$ cat config.mk
export PLATFORM = sky130hd
export DESIGN_NAME = cpu_mem_loader
export DESIGN_NICKNAME = d
export VERILOG_FILES = /design/src/rtl/cpu_mem_loader.sv
export SDC_FILE = /design/constraint.sdc
export NUM_CORES = 1
export LEC_CHECK = 0
export ABC_CLOCK_PERIOD_IN_PS = 3090
export CORE_MARGIN = 4
export CORE_UTILIZATION = 40
export DETAILED_ROUTE_END_ITERATION = 10
export HOLD_SLACK_MARGIN = 0.08
export PLACE_DENSITY_LB_ADDON = 0.05
export SLEW_MARGIN = 20
export SYNTH_ARGS = -nofsm -noshare
export SYNTH_HDL_FRONTEND = slang
export SYNTH_SLANG_ARGS = --single-unit
$ cat constraint.sdc
create_clock -name clk -period 3.09 [get_ports clk]
set_clock_uncertainty 0.2 [all_clocks]
set_input_delay 0.4635 -clock clk [delete_from_list [all_inputs] [get_ports clk]]
set_output_delay 0.4635 -clock clk [all_outputs]
set_load 0.01 [all_outputs]
$ cat src/rtl/cpu_mem_loader.sv
// -----------------------------------------------------------------------------
// cpu_mem_loader
//
// Host-side loader that sits directly upstream of the cpu core. It consumes a
// 32-bit command/payload stream over a valid/ready handshake. It writes 32-bit
// instruction words into instruction memory and 64-bit data words into data
// memory through the core's external memory ports. It also drives the core's
// enable input.
//
// Stream format: a header word {cmd[31:30], reserved[29:16], n[15:0]}.
//   cmd 00 LOAD_IMEM, 01 LOAD_DMEM, 10 START, 11 STOP.
// A LOAD header is followed by a base byte address word and then the payload.
// An IMEM payload is n words. A DMEM payload is n lo/hi word pairs.
//
// Optional feature: define CPU_MEM_LOADER_CHECKSUM_EN to require a trailer
// word after every load. The trailer is the mod-2^32 sum of the payload words.
// A trailer mismatch sets the sticky err flag, and START is then ignored until
// the next LOAD. Without the macro, err is tied to 0.
//
// Ports:
//   clk, arst_n                    clock, asynchronous active-low reset
//   in_data/in_valid/in_ready      command/payload stream
//   addr_ext/wen_ext/ren_ext/wdata_ext          instruction memory port
//   addr_ext_2/wen_ext_2/ren_ext_2/wdata_ext_2  data memory port
//   cpu_enable                     drives cpu.enable
//   busy                           loader is not idle
//   done                           one-cycle pulse when a load completes
//   err                            sticky checksum error
// -----------------------------------------------------------------------------
module cpu_mem_loader #(
  parameter int IMEM_WORDS = 512,
  parameter int DMEM_WORDS = 1024
) (
  input  logic        clk,
  input  logic        arst_n,
  input  logic [31:0] in_data,
  input  logic        in_valid,
  output logic        in_ready,
  output logic [63:0] addr_ext,
  output logic        wen_ext,
  output logic        ren_ext,
  output logic [31:0] wdata_ext,
  output logic [63:0] addr_ext_2,
  output logic        wen_ext_2,
  output logic        ren_ext_2,
  output logic [63:0] wdata_ext_2,
  output logic        cpu_enable,
  output logic        busy,
  output logic        done,
  output logic        err
);

  // The depths only describe the attached SRAMs. Out-of-range addresses wrap
  // inside the SRAM's own decoder, so the loader does no bounds checking.
  if (IMEM_WORDS < 1 || DMEM_WORDS < 1) begin : g_bad_depth
    $error("cpu_mem_loader: memory depths must be positive");
  end

  localparam logic [2:0] S_IDLE      = 3'd0;
  localparam logic [2:0] S_BASE      = 3'd1;
  localparam logic [2:0] S_IMEM_DATA = 3'd2;
  localparam logic [2:0] S_DMEM_LO   = 3'd3;
  localparam logic [2:0] S_DMEM_HI   = 3'd4;
`ifdef CPU_MEM_LOADER_CHECKSUM_EN
  localparam logic [2:0] S_CHECK     = 3'd5;
`endif

  localparam logic [1:0] CMD_LOAD_IMEM = 2'b00;
  localparam logic [1:0] CMD_LOAD_DMEM = 2'b01;
  localparam logic [1:0] CMD_START     = 2'b10;

  logic [2:0]  state_q, state_d;
  logic        is_dmem_q, is_dmem_d;
  logic [15:0] cnt_q, cnt_d;          // remaining target words
  logic [63:0] addr_q, addr_d;        // address of the next write
  logic [31:0] lo_q, lo_d;            // low half of the DMEM word in flight
  logic        ready_q;
  logic [63:0] addr_ext_q, addr_ext_d;
  logic [31:0] wdata_ext_q, wdata_ext_d;
  logic        wen_ext_q, wen_ext_d;
  logic [63:0] addr_ext_2_q, addr_ext_2_d;
  logic [63:0] wdata_ext_2_q, wdata_ext_2_d;
  logic        wen_ext_2_q, wen_ext_2_d;
  logic        enable_q, enable_d;
  logic        done_q, done_d;

  logic        accept;
  logic        load_end;
  logic        err_flag;
  logic [1:0]  hdr_cmd;

`ifdef CPU_MEM_LOADER_CHECKSUM_EN
  logic [31:0] sum_q, sum_d;
  logic        err_q, err_d;
  assign err_flag = err_q;
`else
  assign err_flag = 1'b0;
`endif

  assign accept  = in_valid & ready_q;
  assign hdr_cmd = in_data[31:30];

  always_comb begin
    // NOTE: every signal assigned here first takes a default (hold or idle).
    // Any path that leaves one unassigned would otherwise infer a latch.
    state_d       = state_q;
    is_dmem_d     = is_dmem_q;
    cnt_d         = cnt_q;
    addr_d        = addr_q;
    lo_d          = lo_q;
    addr_ext_d    = addr_ext_q;
    wdata_ext_d   = wdata_ext_q;
    wen_ext_d     = 1'b0;
    addr_ext_2_d  = addr_ext_2_q;
    wdata_ext_2_d = wdata_ext_2_q;
    wen_ext_2_d   = 1'b0;
    enable_d      = enable_q;
    done_d        = 1'b0;
    load_end      = 1'b0;
`ifdef CPU_MEM_LOADER_CHECKSUM_EN
    sum_d         = sum_q;
    err_d         = err_q;
`endif

    if (accept) begin
      case (state_q)
        S_IDLE: begin
          case (hdr_cmd)
            CMD_LOAD_IMEM, CMD_LOAD_DMEM: begin
              enable_d  = 1'b0;
              is_dmem_d = hdr_cmd[0];
              cnt_d     = in_data[15:0];
              state_d   = S_BASE;
`ifdef CPU_MEM_LOADER_CHECKSUM_EN
              err_d     = 1'b0;
              sum_d     = 32'h0;
`endif
            end
            CMD_START: if (!err_flag) enable_d = 1'b1;
            default:   enable_d = 1'b0;  // STOP
          endcase
        end

        S_BASE: begin
          // Base is zero-extended, with the alignment bits forced to zero.
          addr_d = is_dmem_q ? {32'h0, in_data[31:3], 3'b000}
                             : {32'h0, in_data[31:2], 2'b00};
          if (cnt_q == 16'd0) load_end = 1'b1;
          else if (is_dmem_q) state_d = S_DMEM_LO;
          else                state_d = S_IMEM_DATA;
        end

        S_IMEM_DATA: begin
          addr_ext_d  = addr_q;
          wdata_ext_d = in_data;
          wen_ext_d   = 1'b1;
          addr_d      = addr_q + 64'd4;
          cnt_d       = cnt_q - 16'd1;
`ifdef CPU_MEM_LOADER_CHECKSUM_EN
          sum_d       = sum_q + in_data;
`endif
          if (cnt_q == 16'd1) load_end = 1'b1;
        end

        S_DMEM_LO: begin
          lo_d    = in_data;
          state_d = S_DMEM_HI;
`ifdef CPU_MEM_LOADER_CHECKSUM_EN
          sum_d   = sum_q + in_data;
`endif
        end

        S_DMEM_HI: begin
          addr_ext_2_d  = addr_q;
          wdata_ext_2_d = {in_data, lo_q};
          wen_ext_2_d   = 1'b1;
          addr_d        = addr_q + 64'd8;
          cnt_d         = cnt_q - 16'd1;
`ifdef CPU_MEM_LOADER_CHECKSUM_EN
          sum_d         = sum_q + in_data;
`endif
          if (cnt_q == 16'd1) load_end = 1'b1;
          else                state_d  = S_DMEM_LO;
        end

`ifdef CPU_MEM_LOADER_CHECKSUM_EN
        S_CHECK: begin
          err_d   = (in_data != sum_q);
          done_d  = 1'b1;
          state_d = S_IDLE;
        end
`endif

        default: state_d = S_IDLE;
      endcase

      // The end of the payload either completes the load or collects the
      // trailer first.
      if (load_end) begin
`ifdef CPU_MEM_LOADER_CHECKSUM_EN
        state_d = S_CHECK;
`else
        state_d = S_IDLE;
        done_d  = 1'b1;
`endif
      end
    end
  end

  // ready_q is cleared by reset and set by the first clock after release.
  // This holds in_ready low for exactly one cycle after arst_n rises.
  always_ff @(posedge clk or negedge arst_n) begin
    if (!arst_n) begin
      state_q       <= S_IDLE;
      is_dmem_q     <= 1'b0;
      cnt_q         <= 16'h0;
      addr_q        <= 64'h0;
      lo_q          <= 32'h0;
      ready_q       <= 1'b0;
      addr_ext_q    <= 64'h0;
      wdata_ext_q   <= 32'h0;
      wen_ext_q     <= 1'b0;
      addr_ext_2_q  <= 64'h0;
      wdata_ext_2_q <= 64'h0;
      wen_ext_2_q   <= 1'b0;
      enable_q      <= 1'b0;
      done_q        <= 1'b0;
    end else begin
      // NOTE: state updates use non-blocking assignments, so every flop
      // samples the values from before this edge regardless of order.
      state_q       <= state_d;
      is_dmem_q     <= is_dmem_d;
      cnt_q         <= cnt_d;
      addr_q        <= addr_d;
      lo_q          <= lo_d;
      ready_q       <= 1'b1;
      addr_ext_q    <= addr_ext_d;
      wdata_ext_q   <= wdata_ext_d;
      wen_ext_q     <= wen_ext_d;
      addr_ext_2_q  <= addr_ext_2_d;
      wdata_ext_2_q <= wdata_ext_2_d;
      wen_ext_2_q   <= wen_ext_2_d;
      enable_q      <= enable_d;
      done_q        <= done_d;
    end
  end

`ifdef CPU_MEM_LOADER_CHECKSUM_EN
  always_ff @(posedge clk or negedge arst_n) begin
    if (!arst_n) begin
      sum_q <= 32'h0;
      err_q <= 1'b0;
    end else begin
      sum_q <= sum_d;
      err_q <= err_d;
    end
  end
`endif

  assign in_ready    = ready_q;
  assign addr_ext    = addr_ext_q;
  assign wen_ext     = wen_ext_q;
  assign ren_ext     = 1'b0;
  assign wdata_ext   = wdata_ext_q;
  assign addr_ext_2  = addr_ext_2_q;
  assign wen_ext_2   = wen_ext_2_q;
  assign ren_ext_2   = 1'b0;
  assign wdata_ext_2 = wdata_ext_2_q;
  assign cpu_enable  = enable_q;
  assign busy        = (state_q != S_IDLE);
  assign done        = done_q;
  assign err         = err_flag;

endmodule

==> results of run 1 <==
[path summary, 6_finish.rpt]
check / startpoint / endpoint / cells past startpoint
setup / recovery: addr_q[8]$_DFFE_PN0P_ / addr_q[35]$_DFFE_PN0P_ / 6
hold / removal: arst_n / addr_ext_2[41]$_DFFE_PN0P_ / 2
setup reg to reg: addr_q[8]$_DFFE_PN0P_ / addr_q[35]$_DFFE_PN0P_ / 6
hold reg to reg: lo_q[2]$_DFFE_PN0P_ / wdata_ext_2[2]$_DFFE_PN0P_ / 2
max in group asynchronous: arst_n / wdata_ext_2[9]$_DFFE_PN0P_ / 4
min in group clk: lo_q[2]$_DFFE_PN0P_ / wdata_ext_2[2]$_DFFE_PN0P_ / 2
[registers in the layout (all words and copies together), names as in the netlist]
name	cells
lo_q	32
addr_ext_2	62
state_q	3
addr_q	62
in_ready	1
cnt_q	16
wen_ext	1
done	1
wdata_ext	32
cpu_enable	1
is_dmem_q	1
wdata_ext_2	64
wen_ext_2	1
addr_ext	62
[cell usage after synthesis, types with 15 or more instances]
cell	count
nor3_1	28
dfrtp_1	339
a21oi_1	52
mux2_2	128
nand2_1	461
nand3_1	42
o21ai_0	85
nor4_1	18
clkbuf_1	92
or3_1	21
nor2_1	62
o31ai_1	15
nand4_1	36
[cells in the final DEF (no fill, tap or decap), drive strengths merged, types with 6 or more instances in the layout]
cell / count
a21oi: 52
inv: 11
a22o: 6
o31ai: 15
nor4: 19
a22oi: 9
and4: 11
o21ai: 86
nand3: 42
conb: 8
nand2: 461
clkbuf: 61
a221o: 9
or3: 21
or4: 11
nand4: 37
dfrtp: 339
clkdlybuf4s50: 259
a41oi: 6
nor3: 28
nor2: 62
mux2: 128
a31oi: 11
buf: 99
o211ai: 6
and3: 10
[layout make-up]
cell class | count | area (um2)
Multi-Input combinational cell | 1117 | 6400
Inverter | 11 | 43.8
Tap cell | 511 | 639
Timing Repair Buffer | 359 | 3490
Fill cell | 3434 | 17500
Clock inverter | 7 | 68.8
Clock buffer | 61 | 1180
Sequential cell | 339 | 8480
[power breakdown]
group	leakage [nW]	switching, mW	internal, mW
combinational	4.05	3.34	3.28
sequential	4.42	1.00	5.85
clock	0.607	1.80	2.70
total	9.08	6.15	11.8
[cells by family after synthesis]
| kind of cell | count (synthesis) | share of synthesized area (%) |
|---|---|---|
| adder cells (fa/ha/maj) | 5 | 0.408 |
| XOR/XNOR | 1 | 0.0572 |
| buffers and inverters | 124 | 3.26 |
| multiplexers | 130 | 9.54 |
| flip-flops | 339 | 55.4 |
| AO/OA/AOI/OAI | 245 | 10.1 |
| other | 2 | 0.0490 |
| AND/OR/NAND/NOR | 728 | 21.2 |
[per-layer routing]
layer,GRT usage [%],vias up,wire length (um)
li1,-,6064,-
met1,33.0,6397,21700
met2,39.9,449,24500
met3,4.17,102,3090
met4,8.31,0,1740
met5,0,-,0
[critical path, cell delays in order, from the launching register on]
cell	delay (ns)
dfrtp_1	0.45
nand3_1	0.17
or4_1	0.63
or3_1	0.45
or4_1	0.49
or3_1	0.33
a21oi_1	0.15
[through the flow]
step	hold slack, ns	cell area [um2]	total power [mW]	instances	utilization, %
after floorplan	-0.0321	15300	9.96	1580	-
after global placement	0.202	19000	13.5	2336	50.4
after detailed placement	0.202	19000	13.6	2336	50.4
after CTS	0.240	20300	18.2	2405	53.8
after global routing	0.270	20300	19.1	2405	53.8
final	0.253	20300	18.0	2405	53.8
==> run_summary.xml, run 1 <==
<?xml version="1.0" encoding="UTF-8"?>
<metrics>
  <group name="outcome">
    <metric name="outcome" unit="">finished, final reports clean</metric>
  </group>
  <group name="clock_tree">
    <metric name="cts.repair.resized" unit="">0</metric>
    <metric name="clkLatencyLatePin" unit="ns">0.53</metric>
    <metric name="clock_tree.root_cell" unit="">clkbuf_16</metric>
    <metric name="cts_post_setup_buffers_inserted" unit="">0</metric>
    <metric name="inserted_clock_buffers" unit="">38</metric>
    <metric name="htreeDepth" unit="">2</metric>
    <metric name="clk_path_buf_depth" unit="">3</metric>
    <metric name="ctsHoldBuffers" unit="">1</metric>
    <metric name="clock_sinks" unit="">339</metric>
    <metric name="worst_setup_hold_path_clk_slew" unit="ns">0.06</metric>
    <metric name="tritoncts_clock_tree" unit="">done</metric>
  </group>
  <group name="timing">
    <metric name="timing.final.hold_violations" unit="">0</metric>
    <metric name="finalSetupViolations" unit="">0</metric>
    <metric name="maxClockFrequency" unit="GHz">0.342</metric>
    <metric name="setup-tns-final" unit="ns">0</metric>
    <metric name="fin_ws" unit="ns">0.165</metric>
    <metric name="timing_worst_slew_pin_value" unit="ns">1.07</metric>
    <metric name="fin_crit" unit="ns">2.92</metric>
    <metric name="final_min_period_over_clock_period" unit="%">94.6</metric>
    <metric name="setup_repair_after_global_routing_missed_its_margin" unit="">no</metric>
    <metric name="final-max-slew-violation-count" unit="">0</metric>
    <metric name="relSlewSlack" unit="%">27.6</metric>
  </group>
  <group name="floorplanning">
    <metric name="count_of_boundary_i_o_pins" unit="">268</metric>
    <metric name="core_ar" unit="mm2">0.0378</metric>
    <metric name="die_area" unit="mm2">0.0415</metric>
    <metric name="die_width" unit="um">204</metric>
    <metric name="initial_core_util" unit="%">40.6</metric>
    <metric name="die_height" unit="um">204</metric>
    <metric name="floorplan.rows" unit="">71</metric>
  </group>
  <group name="global_route">
    <metric name="maximum_number_of_pins_on_one_net_before_global_route_repair" unit="">131</metric>
    <metric name="grt_antenna_before_repair" unit="">1</metric>
    <metric name="grt_first_pass_wirelength" unit="um">79400</metric>
    <metric name="track_usage" unit="%">24.3</metric>
    <metric name="first_global_vias" unit="">13100</metric>
    <metric name="global_route.overflow_total" unit="">0</metric>
  </group>
  <group name="detailed_routing">
    <metric name="routed_wl" unit="um">51000</metric>
    <metric name="drtAntennaViolNets" unit="">0</metric>
    <metric name="drt-wirelength-per-cell" unit="um">21.2</metric>
    <metric name="detailedRoute.firstIterationViolations" unit="">881</metric>
    <metric name="drc_errors" unit="">0</metric>
    <metric name="vias_per_cell" unit="">5.41</metric>
    <metric name="dr.pass1.iters" unit="">5</metric>
    <metric name="detailroute.via_count" unit="">13000</metric>
  </group>
  <group name="cells_and_area">
    <metric name="diodes" unit="">0</metric>
    <metric name="num-nets-final" unit="">1906</metric>
    <metric name="flow.area_growth_from_synthesis" unit="%">32.5</metric>
    <metric name="final_layout_size_suffix_gt1_share" unit="%">15.7</metric>
  </group>
  <group name="setup_path">
    <metric name="worstPathArrival" unit="ns">3.18</metric>
    <metric name="worst_setup_start_kind" unit="">register</metric>
    <metric name="crit_path_end_kind" unit="">register</metric>
    <metric name="critPathMaxFanout" unit="">7</metric>
    <metric name="worst_ep_required_time" unit="ns">3.34</metric>
    <metric name="criticalPathCategory" unit="">register to register</metric>
    <metric name="rrSetupSlack" unit="ns">0.17</metric>
  </group>
  <group name="power">
    <metric name="leakagePower" unit="nW">9.08</metric>
    <metric name="power_density" unit="mW/mm2">886</metric>
    <metric name="vdd_drop_max" unit="mV">0.482</metric>
  </group>
  <group name="hold_path">
    <metric name="hold_path_class" unit="">input port to async pin</metric>
  </group>
  <group name="placed_design">
    <metric name="buffer_ports.inserted" unit="">260</metric>
    <metric name="post-dp-hpwl" unit="um">35900</metric>
    <metric name="post_place_setup_slack" unit="ns">0.201</metric>
    <metric name="gp_congestion" unit="">0.944</metric>
  </group>
  <group name="yosys">
    <metric name="yosysSeqAreaShare" unit="%">55.4</metric>
    <metric name="yosys_most_used_dff" unit="">dfrtp_1</metric>
    <metric name="cell_count_after_synthesis" unit="">1574</metric>
    <metric name="synth_cell_type_count" unit="">63</metric>
    <metric name="synthesis.yosys.warnings" unit="">0</metric>
    <metric name="leading_post_synthesis_cells_by_cell_area" unit="">dfrtp_1, nand2_1, mux2_2, o21ai_0, clkbuf_1</metric>
    <metric name="synth_largest_type_area_fraction" unit="%">55.4</metric>
    <metric name="synth_edf_count" unit="">0</metric>
    <metric name="async_flop_share" unit="%">100</metric>
    <metric name="synth-seq-cells" unit="">339</metric>
    <metric name="syn-cell-area" unit="mm2">0.0153</metric>
    <metric name="synth.largest_area_cell" unit="">dfrtp_1</metric>
    <metric name="post_synthesis_mean_instance_area" unit="um2">9.74</metric>
  </group>
  <group name="flow_run">
    <metric name="cap_viol_max_count" unit="">0</metric>
  </group>
</metrics>
Note: power is estimated with default switching activity, not from simulation.
==> run 2: changes to the inputs <==
--- a/config.mk
+++ b/config.mk
@@ -5,7 +5,7 @@
 export SDC_FILE = /design/constraint.sdc
 export NUM_CORES = 1
 export LEC_CHECK = 0
-export ABC_CLOCK_PERIOD_IN_PS = 3090
+export ABC_CLOCK_PERIOD_IN_PS = 2500
 export CORE_MARGIN = 4
 export CORE_UTILIZATION = 40
 export DETAILED_ROUTE_END_ITERATION = 10
==> constraint.sdc (replaced) <==
create_clock -name clk -period 2.5 [get_ports clk]
set_clock_uncertainty 0.2 [all_clocks]
set_input_delay 0.375 -clock clk [delete_from_list [all_inputs] [get_ports clk]]
set_output_delay 0.375 -clock clk [all_outputs]
set_load 0.01 [all_outputs]
==> run 2 against run 1 <==
Net effect: the flow now finishes with violations (negative setup slack); register-to-register slack lost 0.27 ns; sequential power grew 22%; total power up 32%; design area increased by 7.2%; global-route usage up 0.69 points; sequential cell count stayed put; largest power group is now combinational cells.
==> run_summary.xml, run 2 (synthesis results as in run 1) <==
<?xml version="1.0" encoding="UTF-8"?>
<metrics>
  <group name="outcome">
    <metric name="outcome" unit="">finished, violations left</metric>
    <metric name="violations" unit="">negative setup slack</metric>
  </group>
  <group name="power">
    <metric name="power_frac_seq" unit="%">35.2</metric>
    <metric name="leakagePower" unit="nW">9.89</metric>
    <metric name="internal-power" unit="mW">15.7</metric>
    <metric name="share_clk_of_total_power" unit="%">26.3</metric>
    <metric name="comb_power_share" unit="%">38.5</metric>
    <metric name="power_density" unit="mW/mm2">1090</metric>
    <metric name="power_switching_share" unit="%">33.5</metric>
    <metric name="vdd_drop_max" unit="mV">0.719</metric>
    <metric name="net-switching-power" unit="mW">7.93</metric>
  </group>
  <group name="setup_path">
    <metric name="critPathMostFrequentCell" unit="">or3_4</metric>
    <metric name="critical_path.slowest_cell" unit="">or4_4</metric>
    <metric name="worstPathArrival" unit="ns">2.89</metric>
    <metric name="criticalPathCategory" unit="">register to register</metric>
    <metric name="crit_path_end_kind" unit="">register</metric>
    <metric name="path_delay_family" unit="">simple AND/OR/NAND/NOR gates</metric>
    <metric name="critPathMaxFanout" unit="">2</metric>
    <metric name="worstPathCellList" unit="">nand4_4, or4_4, or3_4, buf_6, or3_4, or3_4, a21oi_2</metric>
    <metric name="worst_ep_required_time" unit="ns">2.78</metric>
    <metric name="cp_num_buf_inv" unit="">1</metric>
    <metric name="critical-path-max-stage-delay" unit="ns">0.51</metric>
    <metric name="worst_setup_start_kind" unit="">register</metric>
  </group>
  <group name="cells_and_area">
    <metric name="largest_register_ff_count" unit="">64</metric>
    <metric name="layout.core_utilization" unit="%">57.7</metric>
    <metric name="diodes" unit="">0</metric>
    <metric name="design_area" unit="mm2">0.0218</metric>
    <metric name="flow.area_growth_from_synthesis" unit="%">42.0</metric>
    <metric name="most-common-layout-cells" unit="">nand2_1, dfrtp_1, clkdlybuf4s50_1</metric>
    <metric name="final_layout_size_suffix_gt1_share" unit="%">23.9</metric>
    <metric name="num-nets-final" unit="">2036</metric>
    <metric name="layout.cells.most_common" unit="">nand2_1</metric>
  </group>
  <group name="timing">
    <metric name="setup-tns-final" unit="ns">-0.291</metric>
    <metric name="relSlewSlack" unit="%">64.0</metric>
    <metric name="setup_repair_after_global_routing_missed_its_margin" unit="">yes</metric>
    <metric name="fin_ws" unit="ns">-0.108</metric>
    <metric name="finalSetupViolations" unit="">6</metric>
    <metric name="timing_worst_slew_pin_value" unit="ns">0.538</metric>
    <metric name="final-max-slew-violation-count" unit="">0</metric>
    <metric name="maxClockFrequency" unit="GHz">0.383</metric>
    <metric name="final_min_period_over_clock_period" unit="%">104</metric>
    <metric name="timing.final.hold_violations" unit="">0</metric>
    <metric name="fin_crit" unit="ns">2.61</metric>
  </group>
  <group name="floorplanning">
    <metric name="count_of_boundary_i_o_pins" unit="">268</metric>
    <metric name="die_width" unit="um">204</metric>
    <metric name="die_area" unit="mm2">0.0415</metric>
    <metric name="core_ar" unit="mm2">0.0378</metric>
    <metric name="die_height" unit="um">204</metric>
    <metric name="floorplan.rows" unit="">71</metric>
    <metric name="initial_core_util" unit="%">40.6</metric>
  </group>
  <group name="clock_tree">
    <metric name="clock_sinks" unit="">339</metric>
    <metric name="clkLatencyLatePin" unit="ns">0.55</metric>
    <metric name="clk_path_buf_depth" unit="">3</metric>
    <metric name="inserted_clock_buffers" unit="">40</metric>
    <metric name="worst_setup_hold_path_clk_slew" unit="ns">0.06</metric>
    <metric name="tritoncts_clock_tree" unit="">done</metric>
    <metric name="htreeDepth" unit="">2</metric>
    <metric name="clock_tree.root_cell" unit="">clkbuf_16</metric>
  </group>
  <group name="detailed_routing">
    <metric name="total_length_of_routed_met3_wires" unit="um">2570</metric>
    <metric name="detailedRoute.firstIterationViolations" unit="">858</metric>
    <metric name="met2_length" unit="um">25300</metric>
    <metric name="detailroute.via_count" unit="">13600</metric>
    <metric name="dr.pass1.iters" unit="">5</metric>
    <metric name="routed_wl" unit="um">52500</metric>
    <metric name="vias_per_cell" unit="">5.35</metric>
    <metric name="dr.max_layer_used" unit="">met4</metric>
    <metric name="drc_errors" unit="">0</metric>
    <metric name="drt-wirelength-per-cell" unit="um">20.7</metric>
    <metric name="wl_met1" unit="um">23200</metric>
    <metric name="drtAntennaViolNets" unit="">0</metric>
  </group>
  <group name="placed_design">
    <metric name="post-dp-hpwl" unit="um">38000</metric>
    <metric name="post_place_setup_slack" unit="ns">-0.248</metric>
    <metric name="placed_area" unit="mm2">0.0200</metric>
    <metric name="gp_congestion" unit="">0.980</metric>
    <metric name="buffer_ports.inserted" unit="">260</metric>
  </group>
  <group name="hold_path">
    <metric name="hold_path_class" unit="">input port to async pin</metric>
  </group>
  <group name="global_route">
    <metric name="global_route.overflow_total" unit="">0</metric>
    <metric name="track_usage" unit="%">25.0</metric>
    <metric name="first_global_vias" unit="">13700</metric>
    <metric name="maximum_number_of_pins_on_one_net_before_global_route_repair" unit="">66</metric>
    <metric name="grt_antenna_before_repair" unit="">0</metric>
    <metric name="grt_first_pass_wirelength" unit="um">81200</metric>
  </group>
  <group name="flow_run">
    <metric name="cap_viol_max_count" unit="">0</metric>
  </group>
</metrics>
## run 2: power by group through the flow
| stage | clock, mW | sequential [mW] | combinational [mW] |
|---|---|---|---|
| CTS | 6.37 | 8.34 | 9.01 |
| detailed placement | 0 | 8.41 | 8.91 |
| global placement | 0 | 8.35 | 8.81 |
| finish | 6.22 | 8.33 | 9.10 |
| global route | 6.58 | 8.58 | 9.80 |
| floorplan | 0 | 8.74 | 3.60 |
## run 2: worst register-to-register path, delay by kind of cell, from the launching register on
family / cells / cell delay (ns)
AND/OR/NAND/NOR: 5 / 1.70
flip-flops: 1 / 0.39
buffers and inverters: 1 / 0.13
AO/OA/AOI/OAI: 1 / 0.11
## run 2: path summary, 6_finish.rpt
path / cells after the start / start / endpoint / slack [ns]
max in group asynchronous: 3 / arst_n / wdata_ext_2[10]$_DFFE_PN0P_ / 1.21
min in group clk: 2 / lo_q[0]$_DFFE_PN0P_ / wdata_ext_2[0]$_DFFE_PN0P_ / 0.26
hold reg to reg: 2 / lo_q[0]$_DFFE_PN0P_ / wdata_ext_2[0]$_DFFE_PN0P_ / 0.26
setup / recovery: 7 / addr_q[11]$_DFFE_PN0P_ / addr_q[57]$_DFFE_PN0P_ / -0.11
hold / removal: 2 / arst_n / addr_ext[43]$_DFFE_PN0P_ / 0.17
setup reg to reg: 7 / addr_q[11]$_DFFE_PN0P_ / addr_q[57]$_DFFE_PN0P_ / -0.11
## run 2: metrics by stage
stage,hold WS (ns),total power [mW],cells
after floorplan,-0.121,12.3,1580
after global placement,0.154,17.2,2451
after detailed placement,0.155,17.3,2451
after CTS,0.162,23.7,2526
after global routing,0.197,25.0,2535
final,0.170,23.7,2535
## run 2: repair_timing
action	in CTS	in global routing
hold buffers	1	0
endpoints found under the hold margin	339	0
pin swaps	5	11
buffers inserted	4	12
endpoints found under the setup margin	14	34
resized for setup	18	55
gates cloned	0	0
## run 2: cell type report
| cell class | count | area (um2) |
|---|---|---|
| fillers | 3379 | 16000 |
| flip-flops and latches | 339 | 8490 |
| multi-input cells | 1117 | 6660 |
| repair buffers | 487 | 4520 |
| clock buffers | 55 | 1180 |
| well taps | 511 | 639 |
| clock inverters | 15 | 238 |
| inverters | 11 | 43.8 |
## run 2: layer usage
| metal | global-route usage (%) | up-vias |
|---|---|---|
| met3 | 4.23 | 88 |
| li1 | - | 6318 |
| met1 | 33.9 | 6782 |
| met4 | 6.79 | 0 |
| met2 | 41.9 | 376 |
| met5 | 0 | - |
==> run 3: changes to the inputs <==
--- a/config.mk
+++ b/config.mk
@@ -8,6 +8,7 @@
 export ABC_CLOCK_PERIOD_IN_PS = 2500
 export CORE_MARGIN = 4
 export CORE_UTILIZATION = 40
+export CTS_BUF_LIST = sky130_fd_sc_hd__clkbuf_2 sky130_fd_sc_hd__clkbuf_4 sky130_fd_sc_hd__clkbuf_8
 export DETAILED_ROUTE_END_ITERATION = 10
 export HOLD_SLACK_MARGIN = 0.08
 export PLACE_DENSITY_LB_ADDON = 0.05
==> run 3 against run 2 <==
Net effect: final cell count rose by 1.4%; critical path type unchanged; fmax increased by 0.22%; sequential cell count did not move; setup slack better by 0.0056 ns; sequential share of layout area grew 0.17 points; critical endpoint unchanged; total power shrank 3.5%; the run still ends with negative setup slack left.
==> run_summary.xml, run 3 (synthesis results as in run 1) <==
<?xml version="1.0" encoding="UTF-8"?>
<metrics>
  <group name="detailed_routing">
    <metric name="vias_per_cell" unit="">5.28</metric>
    <metric name="detailedRoute.firstIterationViolations" unit="">775</metric>
    <metric name="drc_errors" unit="">0</metric>
    <metric name="drt-wirelength-per-cell" unit="um">20.5</metric>
    <metric name="routed_wl" unit="um">52700</metric>
    <metric name="drtAntennaViolNets" unit="">0</metric>
    <metric name="dr.pass1.iters" unit="">5</metric>
    <metric name="detailroute.via_count" unit="">13600</metric>
  </group>
  <group name="placed_design">
    <metric name="post-dp-hpwl" unit="um">38000</metric>
    <metric name="buffer_ports.inserted" unit="">260</metric>
    <metric name="post_place_setup_slack" unit="ns">-0.248</metric>
    <metric name="dp_cells" unit="">2451</metric>
    <metric name="gp_congestion" unit="">0.980</metric>
    <metric name="placed_area" unit="mm2">0.0200</metric>
  </group>
  <group name="cells_and_area">
    <metric name="largest_register_ff_count" unit="">64</metric>
    <metric name="flow.area_growth_from_synthesis" unit="%">41.4</metric>
    <metric name="post_route_insts_no_fill" unit="">2571</metric>
    <metric name="most-common-layout-cells" unit="">nand2_1, dfrtp_1, clkdlybuf4s50_1</metric>
    <metric name="layout.core_utilization" unit="%">57.4</metric>
    <metric name="num-nets-final" unit="">2057</metric>
    <metric name="diodes" unit="">0</metric>
    <metric name="design_area" unit="mm2">0.0217</metric>
    <metric name="layout.cells.most_common" unit="">nand2_1</metric>
    <metric name="final_layout_size_suffix_gt1_share" unit="%">25.5</metric>
  </group>
  <group name="timing">
    <metric name="timing.final.hold_violations" unit="">0</metric>
    <metric name="finalHoldWorstSlack" unit="ns">0.159</metric>
    <metric name="fin_ws" unit="ns">-0.102</metric>
    <metric name="final-max-slew-violation-count" unit="">0</metric>
    <metric name="finalSetupViolations" unit="">8</metric>
    <metric name="maxClockFrequency" unit="GHz">0.384</metric>
    <metric name="relSlewSlack" unit="%">65.2</metric>
    <metric name="setup-tns-final" unit="ns">-0.327</metric>
    <metric name="fin_crit" unit="ns">2.60</metric>
    <metric name="timing_worst_slew_pin_value" unit="ns">0.520</metric>
    <metric name="final_min_period_over_clock_period" unit="%">104</metric>
    <metric name="setup_repair_after_global_routing_missed_its_margin" unit="">yes</metric>
  </group>
  <group name="power">
    <metric name="fin_total_pwr" unit="mW">22.8</metric>
    <metric name="power_density" unit="mW/mm2">1050</metric>
    <metric name="leakagePower" unit="nW">9.90</metric>
    <metric name="vdd_drop_max" unit="mV">0.623</metric>
  </group>
  <group name="setup_path">
    <metric name="worstPathCellList" unit="">ha_2, nand2_2, or4_4, or3_4, buf_6, or3_4, or3_4, a21oi_2</metric>
    <metric name="critical-path-max-stage-delay" unit="ns">0.44</metric>
    <metric name="crit_path_end_kind" unit="">register</metric>
    <metric name="critPathMostFrequentCell" unit="">or3_4</metric>
    <metric name="path_delay_family" unit="">simple AND/OR/NAND/NOR gates</metric>
    <metric name="cp_num_buf_inv" unit="">1</metric>
    <metric name="worst_setup_start_kind" unit="">register</metric>
    <metric name="critPathMaxFanout" unit="">2</metric>
    <metric name="critical_path.slowest_cell" unit="">or4_4</metric>
    <metric name="worst_ep_required_time" unit="ns">2.89</metric>
    <metric name="criticalPathCategory" unit="">register to register</metric>
    <metric name="worstPathArrival" unit="ns">2.99</metric>
  </group>
  <group name="clock_tree">
    <metric name="htreeDepth" unit="">2</metric>
    <metric name="worst_setup_hold_path_clk_slew" unit="ns">0.06</metric>
    <metric name="tritoncts_clock_tree" unit="">done</metric>
    <metric name="clock_tree.root_cell" unit="">clkbuf_8</metric>
    <metric name="clkLatencyLatePin" unit="ns">0.66</metric>
    <metric name="clock_sinks" unit="">339</metric>
    <metric name="inserted_clock_buffers" unit="">58</metric>
    <metric name="clk_path_buf_depth" unit="">3</metric>
  </group>
  <group name="global_route">
    <metric name="track_usage" unit="%">25.1</metric>
    <metric name="grt_antenna_before_repair" unit="">0</metric>
    <metric name="global_route.overflow_total" unit="">0</metric>
    <metric name="maximum_number_of_pins_on_one_net_before_global_route_repair" unit="">66</metric>
    <metric name="grt_first_pass_wirelength" unit="um">81700</metric>
    <metric name="first_global_vias" unit="">13900</metric>
  </group>
  <group name="outcome">
    <metric name="outcome" unit="">finished, violations left</metric>
    <metric name="violations" unit="">negative setup slack</metric>
  </group>
  <group name="floorplanning">
    <metric name="floorplan.rows" unit="">71</metric>
    <metric name="initial_core_util" unit="%">40.6</metric>
    <metric name="die_width" unit="um">204</metric>
    <metric name="die_area" unit="mm2">0.0415</metric>
    <metric name="count_of_boundary_i_o_pins" unit="">268</metric>
    <metric name="die_height" unit="um">204</metric>
    <metric name="core_ar" unit="mm2">0.0378</metric>
  </group>
  <group name="hold_path">
    <metric name="hold_path_class" unit="">input port to register</metric>
  </group>
  <group name="flow_run">
    <metric name="cap_viol_max_count" unit="">0</metric>
  </group>
</metrics>
-- run 3: layout make-up --
| type | count | area [um2] |
|---|---|---|
| clock buffer | 91 | 1180 |
| inverter | 11 | 43.8 |
| fill | 3425 | 16100 |
| tap | 511 | 639 |
| sequential | 339 | 8490 |
| timing repair buffer | 490 | 4560 |
| multi-input combinational | 1117 | 6680 |
| clock inverter | 12 | 95.1 |
-- run 3: path summary, 6_finish.rpt --
path	start	to	slack, ns	depth (start not counted)
max in group asynchronous	arst_n	cnt_q[9]$_DFFE_PN0P_	0.73	4
min in group asynchronous	arst_n	addr_ext[43]$_DFFE_PN0P_	0.63	3
setup reg to reg	addr_q[4]$_DFFE_PN0P_	addr_q[57]$_DFFE_PN0P_	-0.10	8
hold / removal	in_data[26]	wdata_ext_2[58]$_DFFE_PN0P_	0.16	3
hold reg to reg	lo_q[0]$_DFFE_PN0P_	wdata_ext_2[0]$_DFFE_PN0P_	0.26	2
setup / recovery	addr_q[4]$_DFFE_PN0P_	addr_q[57]$_DFFE_PN0P_	-0.10	8
-- run 3: power by group --
part | internal, mW | switching, mW | total (mW)
clock network | 3.09 | 2.30 | 5.39
logic | 4.57 | 4.53 | 9.10
registers | 7.24 | 1.10 | 8.34
-- run 3: what timing repair did --
action,4_1_cts,5_1_grt
endpoints found under the hold margin,339,0
setup buffers,3,13
hold buffers,2,0
endpoints found under the setup margin,15,35
pin swaps,7,19
resized for setup,12,69
-- run 3: tightest hold or removal path: cells and delay by family --
kind,cells,cell delay (ns)
buffers and inverters,1,0.48
and+or+nand+nor,2,0.13
-- run 3: metal layers --
| metal | share of wire (%) | GRT usage [%] | up-vias |
|---|---|---|---|
| met2 | 49 | 42.0 | 398 |
| met4 | 2.5 | 7.08 | 0 |
| met3 | 5.3 | 4.50 | 85 |
| met5 | 0 | 0 | - |
| met1 | 44 | 33.9 | 6731 |
| li1 | - | - | 6369 |
